**config.mk**
```make
export PLATFORM = sky130hd
export DESIGN_NAME = riscv_wb_writer
export DESIGN_NICKNAME = d
export VERILOG_FILES = /design/src/rtl/riscv_wb_pkg.sv /design/src/rtl/riscv_load_align.sv /design/src/rtl/riscv_wb_writer.sv
export SDC_FILE = /design/constraint.sdc
export NUM_CORES = 1
export LEC_CHECK = 0
export ABC_AREA = 0
export CORE_ASPECT_RATIO = 1.1
export CORE_MARGIN = 4
export CORE_UTILIZATION = 47
export DETAILED_ROUTE_END_ITERATION = 8
export PLACE_DENSITY = 0.82
export SETUP_SLACK_MARGIN = 0.1
export SLEW_MARGIN = 20
export SYNTH_ARGS = -nofsm -noshare
export SYNTH_HDL_FRONTEND = slang
export SYNTH_SLANG_ARGS = --single-unit
```
**constraint.sdc**
```tcl
create_clock -name clk -period 4 [get_ports clk]
set_input_delay 1 -clock clk [delete_from_list [all_inputs] [get_ports clk]]
set_output_delay 1 -clock clk [all_outputs]
set_load 0.05 [all_outputs]
```
**src/rtl/riscv_wb_pkg.sv**
```systemverilog
// Shared types and constants for the writeback stage: FSM states and the
// load size/sign encodings carried in funct3.
package riscv_wb_pkg;

   typedef enum logic [1:0] {
      EMPTY,
      WAIT_LD,
      READY
   } wb_state_e;

   localparam logic [2:0] FUNCT3_LB  = 3'b000;
   localparam logic [2:0] FUNCT3_LH  = 3'b001;
   localparam logic [2:0] FUNCT3_LW  = 3'b010;
   localparam logic [2:0] FUNCT3_LBU = 3'b100;
   localparam logic [2:0] FUNCT3_LHU = 3'b101;

endpackage

```
**src/rtl/riscv_load_align.sv**
```systemverilog
// Selects the addressed byte/halfword from a raw aligned memory word and
// sign/zero-extends it; flags unknown sizes and misaligned accesses.
module riscv_load_align
   import riscv_wb_pkg::*;
#(
   parameter int DATA_WIDTH = 32
) (
   input  logic [2:0]            funct3,
   input  logic [1:0]            addr_lo,
   input  logic [DATA_WIDTH-1:0] raw_data,
   output logic [DATA_WIDTH-1:0] data,
   output logic                  fmt_err
);

   logic [7:0]  byte_sel;
   logic [15:0] half_sel;

   always_comb begin
      byte_sel = raw_data[{addr_lo, 3'b000} +: 8];
      half_sel = addr_lo[1] ? raw_data[31:16] : raw_data[15:0];
      data     = '0;
      fmt_err  = 1'b0;
      // Misaligned halfword/word accesses still return data, ignoring the low bits
      case (funct3)
         FUNCT3_LB:  data = {{(DATA_WIDTH-8){byte_sel[7]}}, byte_sel};
         FUNCT3_LBU: data = {{(DATA_WIDTH-8){1'b0}}, byte_sel};
         FUNCT3_LH: begin
            data    = {{(DATA_WIDTH-16){half_sel[15]}}, half_sel};
            fmt_err = addr_lo[0];
         end
         FUNCT3_LHU: begin
            data    = {{(DATA_WIDTH-16){1'b0}}, half_sel};
            fmt_err = addr_lo[0];
         end
         FUNCT3_LW: begin
            data    = raw_data;
            fmt_err = (addr_lo != 2'b00);
         end
         default: begin
            data    = '0;
            fmt_err = 1'b1;
         end
      endcase
   end

endmodule

```
**src/rtl/riscv_wb_writer.sv**
```systemverilog
// Writeback stage: accepts retiring instructions, waits for load responses,
// and drives one register-file write per instruction plus hazard info.
module riscv_wb_writer
   import riscv_wb_pkg::*;
#(
   parameter int DATA_WIDTH = 32,
   parameter int ADDR_WIDTH = 5,
   parameter int CNT_WIDTH  = 32
) (
   input  logic                  clk,
   input  logic                  rst,
   input  logic                  in_valid,
   output logic                  in_ready,
   input  logic [ADDR_WIDTH-1:0] in_rd,
   input  logic                  in_wen,
   input  logic                  in_is_load,
   input  logic [2:0]            in_funct3,
   input  logic [1:0]            in_addr_lo,
   input  logic [DATA_WIDTH-1:0] in_result,
   input  logic                  ld_rsp_valid,
   input  logic [DATA_WIDTH-1:0] ld_rsp_data,
   output logic                  wr_en,
   output logic [ADDR_WIDTH-1:0] wr_addr,
   output logic [DATA_WIDTH-1:0] wr_data,
   output logic                  pend_ld_valid,
   output logic [ADDR_WIDTH-1:0] pend_ld_rd,
   output logic [CNT_WIDTH-1:0]  retire_cnt,
   output logic                  err
);

   wb_state_e             state_q, state_d;
   logic [ADDR_WIDTH-1:0] rd_q, rd_d;
   logic                  wen_q, wen_d;
   logic [2:0]            funct3_q, funct3_d;
   logic [1:0]            addr_lo_q, addr_lo_d;
   logic [DATA_WIDTH-1:0] result_q, result_d;
   logic [CNT_WIDTH-1:0]  cnt_q, cnt_d;
   logic                  err_q, err_d;

   logic                  accept;
   logic [DATA_WIDTH-1:0] ld_data;
   logic                  ld_fmt_err;

   riscv_load_align #(
      .DATA_WIDTH(DATA_WIDTH)
   ) u_align (
      .funct3  (funct3_q),
      .addr_lo (addr_lo_q),
      .raw_data(ld_rsp_data),
      .data    (ld_data),
      .fmt_err (ld_fmt_err)
   );

   always_ff @(posedge clk or posedge rst) begin
      if (rst) begin
         state_q <= EMPTY;
      end else begin
         state_q <= state_d;
      end
   end

   // The is_load flag is not kept separately: it is implied by entering WAIT_LD
   always_comb begin
      state_d = state_q;
      case (state_q)
         EMPTY: begin
            if (accept) state_d = in_is_load ? WAIT_LD : READY;
         end
         WAIT_LD: begin
            if (ld_rsp_valid) state_d = READY;
         end
         READY: begin
            if (accept) state_d = in_is_load ? WAIT_LD : READY;
            else        state_d = EMPTY;
         end
         default: state_d = EMPTY;
      endcase
   end

   always_comb begin
      rd_d      = rd_q;
      wen_d     = wen_q;
      funct3_d  = funct3_q;
      addr_lo_d = addr_lo_q;
      result_d  = result_q;
      cnt_d     = cnt_q;
      err_d     = err_q;
      if (accept) begin
         rd_d      = in_rd;
         wen_d     = in_wen;
         funct3_d  = in_funct3;
         addr_lo_d = in_addr_lo;
         result_d  = in_result;
      end else if (state_q == WAIT_LD && ld_rsp_valid) begin
         result_d = ld_data;
      end
      if (state_q == READY) cnt_d = cnt_q + CNT_WIDTH'(1);
      if (ld_rsp_valid && state_q != WAIT_LD) err_d = 1'b1;
      if (ld_rsp_valid && state_q == WAIT_LD && ld_fmt_err) err_d = 1'b1;
   end

   always_ff @(posedge clk or posedge rst) begin
      if (rst) begin
         rd_q      <= '0;
         wen_q     <= 1'b0;
         funct3_q  <= '0;
         addr_lo_q <= '0;
         result_q  <= '0;
         cnt_q     <= '0;
         err_q     <= 1'b0;
      end else begin
         rd_q      <= rd_d;
         wen_q     <= wen_d;
         funct3_q  <= funct3_d;
         addr_lo_q <= addr_lo_d;
         result_q  <= result_d;
         cnt_q     <= cnt_d;
         err_q     <= err_d;
      end
   end

   always_comb begin
      in_ready      = (state_q == EMPTY) || (state_q == READY);
      accept        = in_valid && in_ready;
      wr_en         = (state_q == READY) && wen_q && (rd_q != '0);
      wr_addr       = rd_q;
      wr_data       = result_q;
      pend_ld_valid = (state_q == WAIT_LD) && wen_q && (rd_q != '0);
      pend_ld_rd    = rd_q;
      retire_cnt    = cnt_q;
      err           = err_q;
   end

endmodule
```
==> results of run 1 <==
==> per-stage QoR <==
step	area (um^2)	cells	hold WS, ns	setup slack [ns]
after global placement	5633	635	0.4538	1.124
after global routing	5884	651	0.4920	0.6381
after CTS	5881	651	0.4869	0.7087
after detailed placement	5633	635	0.4668	1.089
final	5884	651	0.4756	0.7168
after floorplan	4024	389	0.4393	1.005
==> how the worst max path moves through the flow <==
stage | start | to
finish | pend_ld_rd[1] | pend_ld_valid
global route | pend_ld_rd[2] | pend_ld_valid
CTS | pend_ld_rd[1] | pend_ld_valid
detailed placement | pend_ld_rd[1] | pend_ld_valid
global placement | pend_ld_rd[1] | wr_en
floorplan | rst | addr_lo_q[0]
==> cell usage in the layout (no fill, tap or decap), types with 10 or more instances in the layout <==
| cell type | count |
|---|---|
| sky130_fd_sc_hd__clkbuf_8 | 10 |
| sky130_fd_sc_hd__a221oi_1 | 15 |
| sky130_fd_sc_hd__clkdlybuf4s50_1 | 157 |
| sky130_fd_sc_hd__o21ai_0 | 16 |
| sky130_fd_sc_hd__xnor2_1 | 27 |
| sky130_fd_sc_hd__dfrtp_1 | 78 |
| sky130_fd_sc_hd__nand2_1 | 54 |
| sky130_fd_sc_hd__nor2_1 | 24 |
| sky130_fd_sc_hd__a21oi_1 | 18 |
| sky130_fd_sc_hd__o22ai_1 | 17 |
| sky130_fd_sc_hd__a2bb2oi_1 | 16 |
| sky130_fd_sc_hd__nand4_1 | 15 |
==> state kept, by name, summed over array words and instances, names as in the netlist <==
register,flops
err,1
wr_data,32
addr_lo_q,2
funct3_q,3
state_q,2
pend_ld_rd,5
retire_cnt,32
wen_q,1
==> kinds of logic (layout without fill, tap and decap cells) <==
logic type | Yosys count | in the layout | synth area share (%)
mux | 12 | 12 | 5.877
compound gates | 103 | 103 | 17.13
buf+inv | 33 | 184 | 4.229
simple gates | 131 | 131 | 17.20
flops | 78 | 78 | 48.51
xor+xnor | 31 | 31 | 6.748
fa+ha+maj | 1 | 1 | 0.3109
==> metal layers <==
metal,up-vias,global-route usage (%)
met5,-,0
met4,0,7.927
met3,38,5.904
met2,253,40.65
met1,1856,32.32
li1,1719,-
==> worst reg2reg max path, delay by kind of cell, from the launching register on <==
kind	cells	cell delay, ns
DFF	1	0.85
and+or+nand+nor	2	0.82
AOI/OAI and AO/OA	2	0.47
==> power groups by stage <==
stage | clock network, mW | registers (mW) | logic (mW)
after floorplan | 0 | 1.34 | 0.398
after global placement | 0 | 1.02 | 1.09
after detailed placement | 0 | 1.03 | 1.11
after CTS | 0.730 | 1.02 | 1.11
after global routing | 0.769 | 1.04 | 1.17
final | 0.727 | 1.02 | 1.11
==> area by class of cell <==
cell class	instances	area share (%)
Clock buffer	11	2.403
Clock inverter	5	1.807
Inverter	6	0.4253
Multi-Input combinational cell	278	32.49
Sequential cell	78	33.17
Tap cell	111	2.360
Timing Repair Buffer	162	27.34
==> report_table.html, run 1 <==
<table>
<tr><th>Metric</th><th>Value</th></tr>
<tr><th colspan="2">Status</th></tr>
<tr><td>Result of the run</td><td>finished clean</td></tr>
<tr><th colspan="2">Timing</th></tr>
<tr><td>Worst slew margin relative to its limit</td><td>36.00%</td></tr>
<tr><td>Clock skew</td><td>0.006790 ns</td></tr>
<tr><td>Worst-margin pin slew</td><td>0.9565 ns</td></tr>
<tr><td>Final hold violation count</td><td>0</td></tr>
<tr><td>Slew Viols, Final</td><td>0</td></tr>
<tr><td>Peak Freq</td><td>304.6 MHz</td></tr>
<tr><td>Final worst-path cycle share</td><td>82.08%</td></tr>
<tr><td>Setup repair after global routing missed its margin</td><td>no</td></tr>
<tr><td>Setup TNS</td><td>0 ns</td></tr>
<tr><td>Final critical path time including I/O delays and setup</td><td>between 3 and 4 ns</td></tr>
<tr><td>Total of endpoints with negative setup slack in the final report</td><td>0</td></tr>
<tr><th colspan="2">Yosys</th></tr>
<tr><td>Cell Area, Synth</td><td>approximately 4000 um^2</td></tr>
<tr><td>Most instantiated flip-flop cell in the synthesis netlist</td><td>sky130_fd_sc_hd__dfrtp_1</td></tr>
<tr><td>Yosys reg bits</td><td>78</td></tr>
<tr><td>Area contributors post-synth</td><td>sky130_fd_sc_hd__dfrtp_1 49%, sky130_fd_sc_hd__xnor2_1 5.9%, sky130_fd_sc_hd__nand2_1 5.1%</td></tr>
<tr><td>Most common cell in the netlist</td><td>sky130_fd_sc_hd__dfrtp_1</td></tr>
<tr><td>Sequential fraction of the synthesis area</td><td>48.51%</td></tr>
<tr><td>Top cell type's share of synthesized area</td><td>48.51%</td></tr>
<tr><td>Top cells by instance count after synthesis</td><td>78 x sky130_fd_sc_hd__dfrtp_1, 55 x sky130_fd_sc_hd__nand2_1, 27 x sky130_fd_sc_hd__xnor2_1</td></tr>
<tr><td>Warnings from Yosys</td><td>0</td></tr>
<tr><td>Number of unique standard cell types used by synthesis</td><td>47</td></tr>
<tr><td>Post-synthesis async set-or-reset flop share</td><td>100.0%</td></tr>
<tr><td>Post-Syn Instances</td><td>~390</td></tr>
<tr><td>Synth Net Count</td><td>470</td></tr>
<tr><td>Cell type contributing the most total cell area after synthesis</td><td>sky130_fd_sc_hd__dfrtp_1</td></tr>
<tr><td>Average instance area after synthesis</td><td>10.34 um^2</td></tr>
<tr><td>EDFF count, synth</td><td>0</td></tr>
<tr><th colspan="2">Min path</th></tr>
<tr><td>Hold-critical path endpoint</td><td>err</td></tr>
<tr><td>Hold path startpoint</td><td>err</td></tr>
<tr><td>Worst min path class</td><td>flop to flop</td></tr>
<tr><td>Depth of the worst hold-timing path</td><td>1</td></tr>
<tr><th colspan="2">Die</th></tr>
<tr><td>Placeable core region</td><td>8364 um^2</td></tr>
<tr><td>Starting density of the core</td><td>48.11%</td></tr>
<tr><td>Number of placement rows</td><td>35</td></tr>
<tr><td>Die Outline Area</td><td>10110 um^2</td></tr>
<tr><td>Die Wd</td><td>96.22 um</td></tr>
<tr><td># IOs</td><td>158</td></tr>
<tr><td>Vertical extent of the die</td><td>105.0 um</td></tr>
<tr><th colspan="2">Route</th></tr>
<tr><td>DRC marker count from the first detailed-route iteration</td><td>roughly 250</td></tr>
<tr><td>Average wire per standard cell</td><td>19.10 um</td></tr>
<tr><td>Total wire length</td><td>around 12000 um</td></tr>
<tr><td>Detailed route wirelength on metal3</td><td>between 1000 and 1500 um</td></tr>
<tr><td>Detail Route Antenna Nets</td><td>0</td></tr>
<tr><td>Routed length on met1</td><td>4730 um</td></tr>
<tr><td>DRC viols</td><td>0</td></tr>
<tr><td>Router iterations before antenna repair</td><td>5</td></tr>
<tr><td>Vias post-DR</td><td>3866</td></tr>
<tr><td>Uppermost signal routing layer after detailed routing</td><td>met4</td></tr>
<tr><td>Number of vias per cell</td><td>5.939</td></tr>
<tr><td>Routed wire length on met2</td><td>6160 um</td></tr>
<tr><th colspan="2">Clock tree</th></tr>
<tr><td>Clk slew on worst S/H paths</td><td>0.08 ns</td></tr>
<tr><td>Setup Fix Bufs, Post-CTS</td><td>0</td></tr>
<tr><td>Root Driver</td><td>sky130_fd_sc_hd__clkbuf_8</td></tr>
<tr><td>Clock tree from TritonCTS</td><td>done</td></tr>
<tr><td>Maximum count of clock buffers along a single path</td><td>2</td></tr>
<tr><td>Count of clock tree sinks</td><td>78</td></tr>
<tr><td>Worst-skew pair later-pin latency</td><td>~0.35 ns</td></tr>
<tr><td>Count of cells resized by post-cts repair</td><td>0</td></tr>
<tr><td>Number of levels in the clock H-tree</td><td>3</td></tr>
<tr><td>CTS buffer count</td><td>9</td></tr>
<tr><td>Hold buffers post-CTS</td><td>0</td></tr>
<tr><th colspan="2">Worst setup path</th></tr>
<tr><td>Critical Path, Cell by Cell</td><td>or4_1, o21ai_0, nor2_1, clkdlybuf4s50_1</td></tr>
<tr><td>Longest individual stage delay on the worst path</td><td>around 0.70 ns</td></tr>
<tr><td>Critical Path Stages</td><td>4</td></tr>
<tr><td>Startpoint type of the worst setup path</td><td>flop</td></tr>
<tr><td>Arrival time worst endpoint</td><td>2.28 ns</td></tr>
<tr><td>Worst R2R Setup Slack</td><td>approximately 1.7 ns</td></tr>
<tr><td>Worst path buffer plus inverter count</td><td>1</td></tr>
<tr><td>CP required</td><td>3.00 ns</td></tr>
<tr><td>CP max FO</td><td>4</td></tr>
<tr><td>Crit end category</td><td>primary output</td></tr>
<tr><td>Dominant delay contributor by cell family on the critical path</td><td>buffers and inverters</td></tr>
<tr><td>Critical Setup Path Class</td><td>flop to primary output</td></tr>
<tr><td>Capture instance of the worst register-to-register path</td><td>wr_data[20]</td></tr>
<tr><td>Worst-case reg-to-reg path depth</td><td>4</td></tr>
<tr><td>Worst-path cell with the longest stage delay</td><td>sky130_fd_sc_hd__clkdlybuf4s50_1</td></tr>
<tr><td>Crit Reg-Reg Startpoint</td><td>funct3_q[1]</td></tr>
<tr><th colspan="2">Final layout</th></tr>
<tr><td>Syn-to-layout area delta</td><td>46.24%</td></tr>
<tr><td>Fillers</td><td>626</td></tr>
<tr><td>Footprint of the flip-flops and latches</td><td>1952 um^2</td></tr>
<tr><td>Share of layout cells above drive strength 1</td><td>7.963%</td></tr>
<tr><td>Number of diodes added for antenna fixing</td><td>0</td></tr>
<tr><td>Area of combinational cells with multiple inputs</td><td>1912 um^2</td></tr>
<tr><td>Fraction of the core area covered by cells at the end of the flow</td><td>70.35%</td></tr>
<tr><td>Net count, final</td><td>616</td></tr>
<tr><th colspan="2">Placement</th></tr>
<tr><td>Number of port buffers</td><td>157</td></tr>
<tr><td>Global placement routability congestion</td><td>~0.96</td></tr>
<tr><td>HPWL reported at the end of detailed placement</td><td>around 9000 um</td></tr>
<tr><th colspan="2">Pwr</th></tr>
<tr><td>Peak supply drop</td><td>0.0002685 V</td></tr>
<tr><td>Sequential fraction of design power</td><td>35.7%</td></tr>
<tr><td>Proportion of power drawn by the clock network</td><td>25.4%</td></tr>
<tr><td>Power after layout</td><td>2.864 mW</td></tr>
<tr><td>Cell Pwr Density</td><td>486.7 nW/um^2</td></tr>
<tr><td>Static power due to leakage</td><td>2.399 nW</td></tr>
<tr><td>Share of total power in combinational logic</td><td>38.9%</td></tr>
<tr><td>Switching Power</td><td>1.106 mW</td></tr>
<tr><td>Proportion of total power due to net switching</td><td>between 30% and 40%</td></tr>
<tr><td>Internal power consumption</td><td>about 1.8 mW</td></tr>
<tr><th colspan="2">Global routing</th></tr>
<tr><td>Number of antenna violations at the first check in global routing</td><td>0</td></tr>
<tr><td>Number of global-route vias before repair</td><td>roughly 3800</td></tr>
<tr><td>First-pass GRT wire length</td><td>19600 um</td></tr>
<tr><td>Largest net degree at the start of global routing</td><td>64</td></tr>
<tr><td>Final global-route overflow total</td><td>0</td></tr>
<tr><td>Global-route usage over all layers</td><td>about a quarter</td></tr>
<tr><th colspan="2">Flow run</th></tr>
<tr><td>MaxCap Viol Count</td><td>0</td></tr>
</table>
No activity file was read; power rests on OpenSTA's default activity.
==> run 2: changes to the inputs <==
- CORE_UTILIZATION: 47 -> 40
- PLACE_DENSITY: 0.82 -> 0.74
- clock period: 4 -> 2.9 ns (I/O delays scaled with it)
==> report_table.html, run 2 (synthesis gave the netlist of run 1 again) <==
<table>
<tr><th>Metric</th><th>Value</th></tr>
<tr><th colspan="2">Status</th></tr>
<tr><td>Result of the run</td><td>finished clean</td></tr>
<tr><th colspan="2">Worst setup path</th></tr>
<tr><td>Critical Setup Path Class</td><td>flop to primary output</td></tr>
<tr><td>Longest individual stage delay on the worst path</td><td>0.54 ns</td></tr>
<tr><td>Worst-case reg-to-reg path depth</td><td>4</td></tr>
<tr><td>Worst path buffer plus inverter count</td><td>1</td></tr>
<tr><td>CP required</td><td>2.17 ns</td></tr>
<tr><td>Startpoint type of the worst setup path</td><td>flop</td></tr>
<tr><td>Crit Reg-Reg Startpoint</td><td>funct3_q[1]</td></tr>
<tr><td>Arrival time worst endpoint</td><td>1.81 ns</td></tr>
<tr><td>Worst-path cell with the longest stage delay</td><td>sky130_fd_sc_hd__or4_1</td></tr>
<tr><td>Crit end category</td><td>primary output</td></tr>
<tr><td>CP max FO</td><td>4</td></tr>
<tr><td>Dominant delay contributor by cell family on the critical path</td><td>simple AND/OR/NAND/NOR gates</td></tr>
<tr><td>Capture instance of the worst register-to-register path</td><td>wr_data[29]</td></tr>
<tr><td>Critical Path, Cell by Cell</td><td>or4_1, o21ai_0, nor2_1, clkbuf_2</td></tr>
<tr><td>Worst R2R Setup Slack</td><td>0.68 ns</td></tr>
<tr><th colspan="2">Die</th></tr>
<tr><td>Die Wd</td><td>103.6 um</td></tr>
<tr><td># IOs</td><td>between 150 and 200</td></tr>
<tr><td>Number of placement rows</td><td>38</td></tr>
<tr><td>Die Outline Area</td><td>11730 um^2</td></tr>
<tr><td>Placeable core region</td><td>9842 um^2</td></tr>
<tr><td>Vertical extent of the die</td><td>113.2 um</td></tr>
<tr><td>Starting density of the core</td><td>40.88%</td></tr>
<tr><th colspan="2">Route</th></tr>
<tr><td>Average wire per standard cell</td><td>18.52 um</td></tr>
<tr><td>Total wire length</td><td>roughly 12000 um</td></tr>
<tr><td>DRC viols</td><td>0</td></tr>
<tr><td>DRC marker count from the first detailed-route iteration</td><td>between 200 and 250</td></tr>
<tr><td>Number of vias per cell</td><td>5.705</td></tr>
<tr><td>Detail Route Antenna Nets</td><td>0</td></tr>
<tr><td>Vias post-DR</td><td>between 3000 and 4000</td></tr>
<tr><td>Router iterations before antenna repair</td><td>4</td></tr>
<tr><th colspan="2">Clock tree</th></tr>
<tr><td>Worst-skew pair later-pin latency</td><td>0.35 ns</td></tr>
<tr><td>Number of levels in the clock H-tree</td><td>3</td></tr>
<tr><td>CTS buffer count</td><td>9</td></tr>
<tr><td>Count of clock tree sinks</td><td>78</td></tr>
<tr><td>Setup Fix Bufs, Post-CTS</td><td>0</td></tr>
<tr><td>Hold buffers post-CTS</td><td>0</td></tr>
<tr><td>Root Driver</td><td>sky130_fd_sc_hd__clkbuf_8</td></tr>
<tr><td>Clk slew on worst S/H paths</td><td>0.08 ns</td></tr>
<tr><td>Maximum count of clock buffers along a single path</td><td>2</td></tr>
<tr><td>Clock tree from TritonCTS</td><td>done</td></tr>
<tr><th colspan="2">Final layout</th></tr>
<tr><td>Syn-to-layout area delta</td><td>47.20%</td></tr>
<tr><td>Number of diodes added for antenna fixing</td><td>0</td></tr>
<tr><td>Net count, final</td><td>617</td></tr>
<tr><td>Most frequent cells in the layout</td><td>155 x sky130_fd_sc_hd__clkdlybuf4s50_1, 78 x sky130_fd_sc_hd__dfrtp_1, 55 x sky130_fd_sc_hd__nand2_1</td></tr>
<tr><td>Fraction of the core area covered by cells at the end of the flow</td><td>60.18%</td></tr>
<tr><td>Share of layout cells above drive strength 1</td><td>~8.5%</td></tr>
<tr><td>Commonest non-fill, non-tap cell in the layout</td><td>sky130_fd_sc_hd__clkdlybuf4s50_1</td></tr>
<tr><th colspan="2">Timing</th></tr>
<tr><td>Total of endpoints with negative setup slack in the final report</td><td>0</td></tr>
<tr><td>Final critical path time including I/O delays and setup</td><td>about 2.5 ns</td></tr>
<tr><td>Setup TNS</td><td>0 ns</td></tr>
<tr><td>Worst-margin pin slew</td><td>0.7890 ns</td></tr>
<tr><td>Slew Viols, Final</td><td>0</td></tr>
<tr><td>Clock skew</td><td>0.01197 ns</td></tr>
<tr><td>Final hold violation count</td><td>0</td></tr>
<tr><td>Setup repair after global routing missed its margin</td><td>no</td></tr>
<tr><td>Peak Freq</td><td>approximately 390 MHz</td></tr>
<tr><td>Final worst-path cycle share</td><td>between 80% and 90%</td></tr>
<tr><td>Worst slew margin relative to its limit</td><td>47.40%</td></tr>
<tr><th colspan="2">Placement</th></tr>
<tr><td>Global placement routability congestion</td><td>roughly 0.89</td></tr>
<tr><td>Number of port buffers</td><td>157</td></tr>
<tr><td>HPWL reported at the end of detailed placement</td><td>9180 um</td></tr>
<tr><th colspan="2">Global routing</th></tr>
<tr><td>Number of global-route vias before repair</td><td>3657</td></tr>
<tr><td>Number of antenna violations at the first check in global routing</td><td>0</td></tr>
<tr><td>Final global-route overflow total</td><td>0</td></tr>
<tr><td>Largest net degree at the start of global routing</td><td>53</td></tr>
<tr><td>Global-route usage over all layers</td><td>20.44%</td></tr>
<tr><td>First-pass GRT wire length</td><td>19460 um</td></tr>
<tr><th colspan="2">Min path</th></tr>
<tr><td>Hold path startpoint</td><td>retire_cnt[31]</td></tr>
<tr><td>Depth of the worst hold-timing path</td><td>1</td></tr>
<tr><td>Hold-critical path endpoint</td><td>retire_cnt[31]</td></tr>
<tr><td>Worst min path class</td><td>flop to flop</td></tr>
<tr><th colspan="2">Pwr</th></tr>
<tr><td>Cell Pwr Density</td><td>676.7 nW/um^2</td></tr>
<tr><td>Peak supply drop</td><td>roughly 0.00032 V</td></tr>
<tr><td>Static power due to leakage</td><td>2.422 nW</td></tr>
<tr><th colspan="2">Flow run</th></tr>
<tr><td>MaxCap Viol Count</td><td>0</td></tr>
</table>
run 2: changes by cell type in the layout (fill, tap and decap cells not counted), sizes merged:
cell           before  now
buf                 5    6
bufinv              3    4
clkdlybuf4s50     157  155
clkinv              3    4
run 2: final cells by class:
type / instances / area, um^2
Sequential cell: 78 / 1952
Clock inverter: 7 / 145.1
Fill cell: 844 / 3919
Tap cell: 120 / 150.1
Timing Repair Buffer: 163 / 1619
Inverter: 6 / 23.77
Clock buffer: 9 / 123.9
Multi-Input combinational cell: 278 / 1909
run 2: routing by layer:
layer  routed length [um]  GRT usage (%)
met5                    0              0
met4                  250          6.649
met2                 5786          32.59
met3                  847          4.107
met1                 5358          28.24
run 2: worst max-delay path by stage:
stage               depth (start not counted)            end           from  slack [ns]
floorplan                                   1   addr_lo_q[0]            rst        0.18
global placement                            4  pend_ld_valid  pend_ld_rd[1]        0.29
detailed placement                          4  pend_ld_valid  pend_ld_rd[1]        0.26
CTS                                         4  pend_ld_valid  pend_ld_rd[1]        0.16
global route                                4  pend_ld_valid  pend_ld_rd[1]        0.22
finish                                      4  pend_ld_valid  pend_ld_rd[1]        0.36
run 2: worst reg2reg max path: cells and delay by family, from the launching register on:
family / cells / cell delay (ns)
flops: 1 / 0.86
simple gates: 2 / 0.77
compound gates: 2 / 0.45
run 2: timing repair:
item,4_1_cts,5_1_grt
endpoints found under the hold margin,0,0
gates resized for setup,2,4
endpoints found under the setup margin,2,2
pin swaps,0,0
run 2: through the flow:
| step | area, um^2 | std cells | power (mW) | hold WS [ns] | setup slack (ns) |
|---|---|---|---|---|---|
| 3_3_place_gp | 5664 | 645 | 2.921 | 0.4521 | 0.2896 |
| 6_report | 5923 | 661 | 4.008 | 0.4741 | 0.3636 |
| 2_1_floorplan | 4024 | 389 | 2.392 | 0.4393 | 0.1800 |
| 3_5_place_dp | 5664 | 645 | 2.945 | 0.4570 | 0.2613 |
| 4_1_cts | 5931 | 661 | 4.036 | 0.4774 | 0.1589 |
| 5_1_grt | 5923 | 661 | 4.173 | 0.4846 | 0.2203 |
run 2: report_power, final:
group	total (mW)	switching, mW	internal [mW]
Sequential	1.40	0.164	1.24
Combinational	1.52	0.933	0.590
Clock	1.08	0.421	0.663
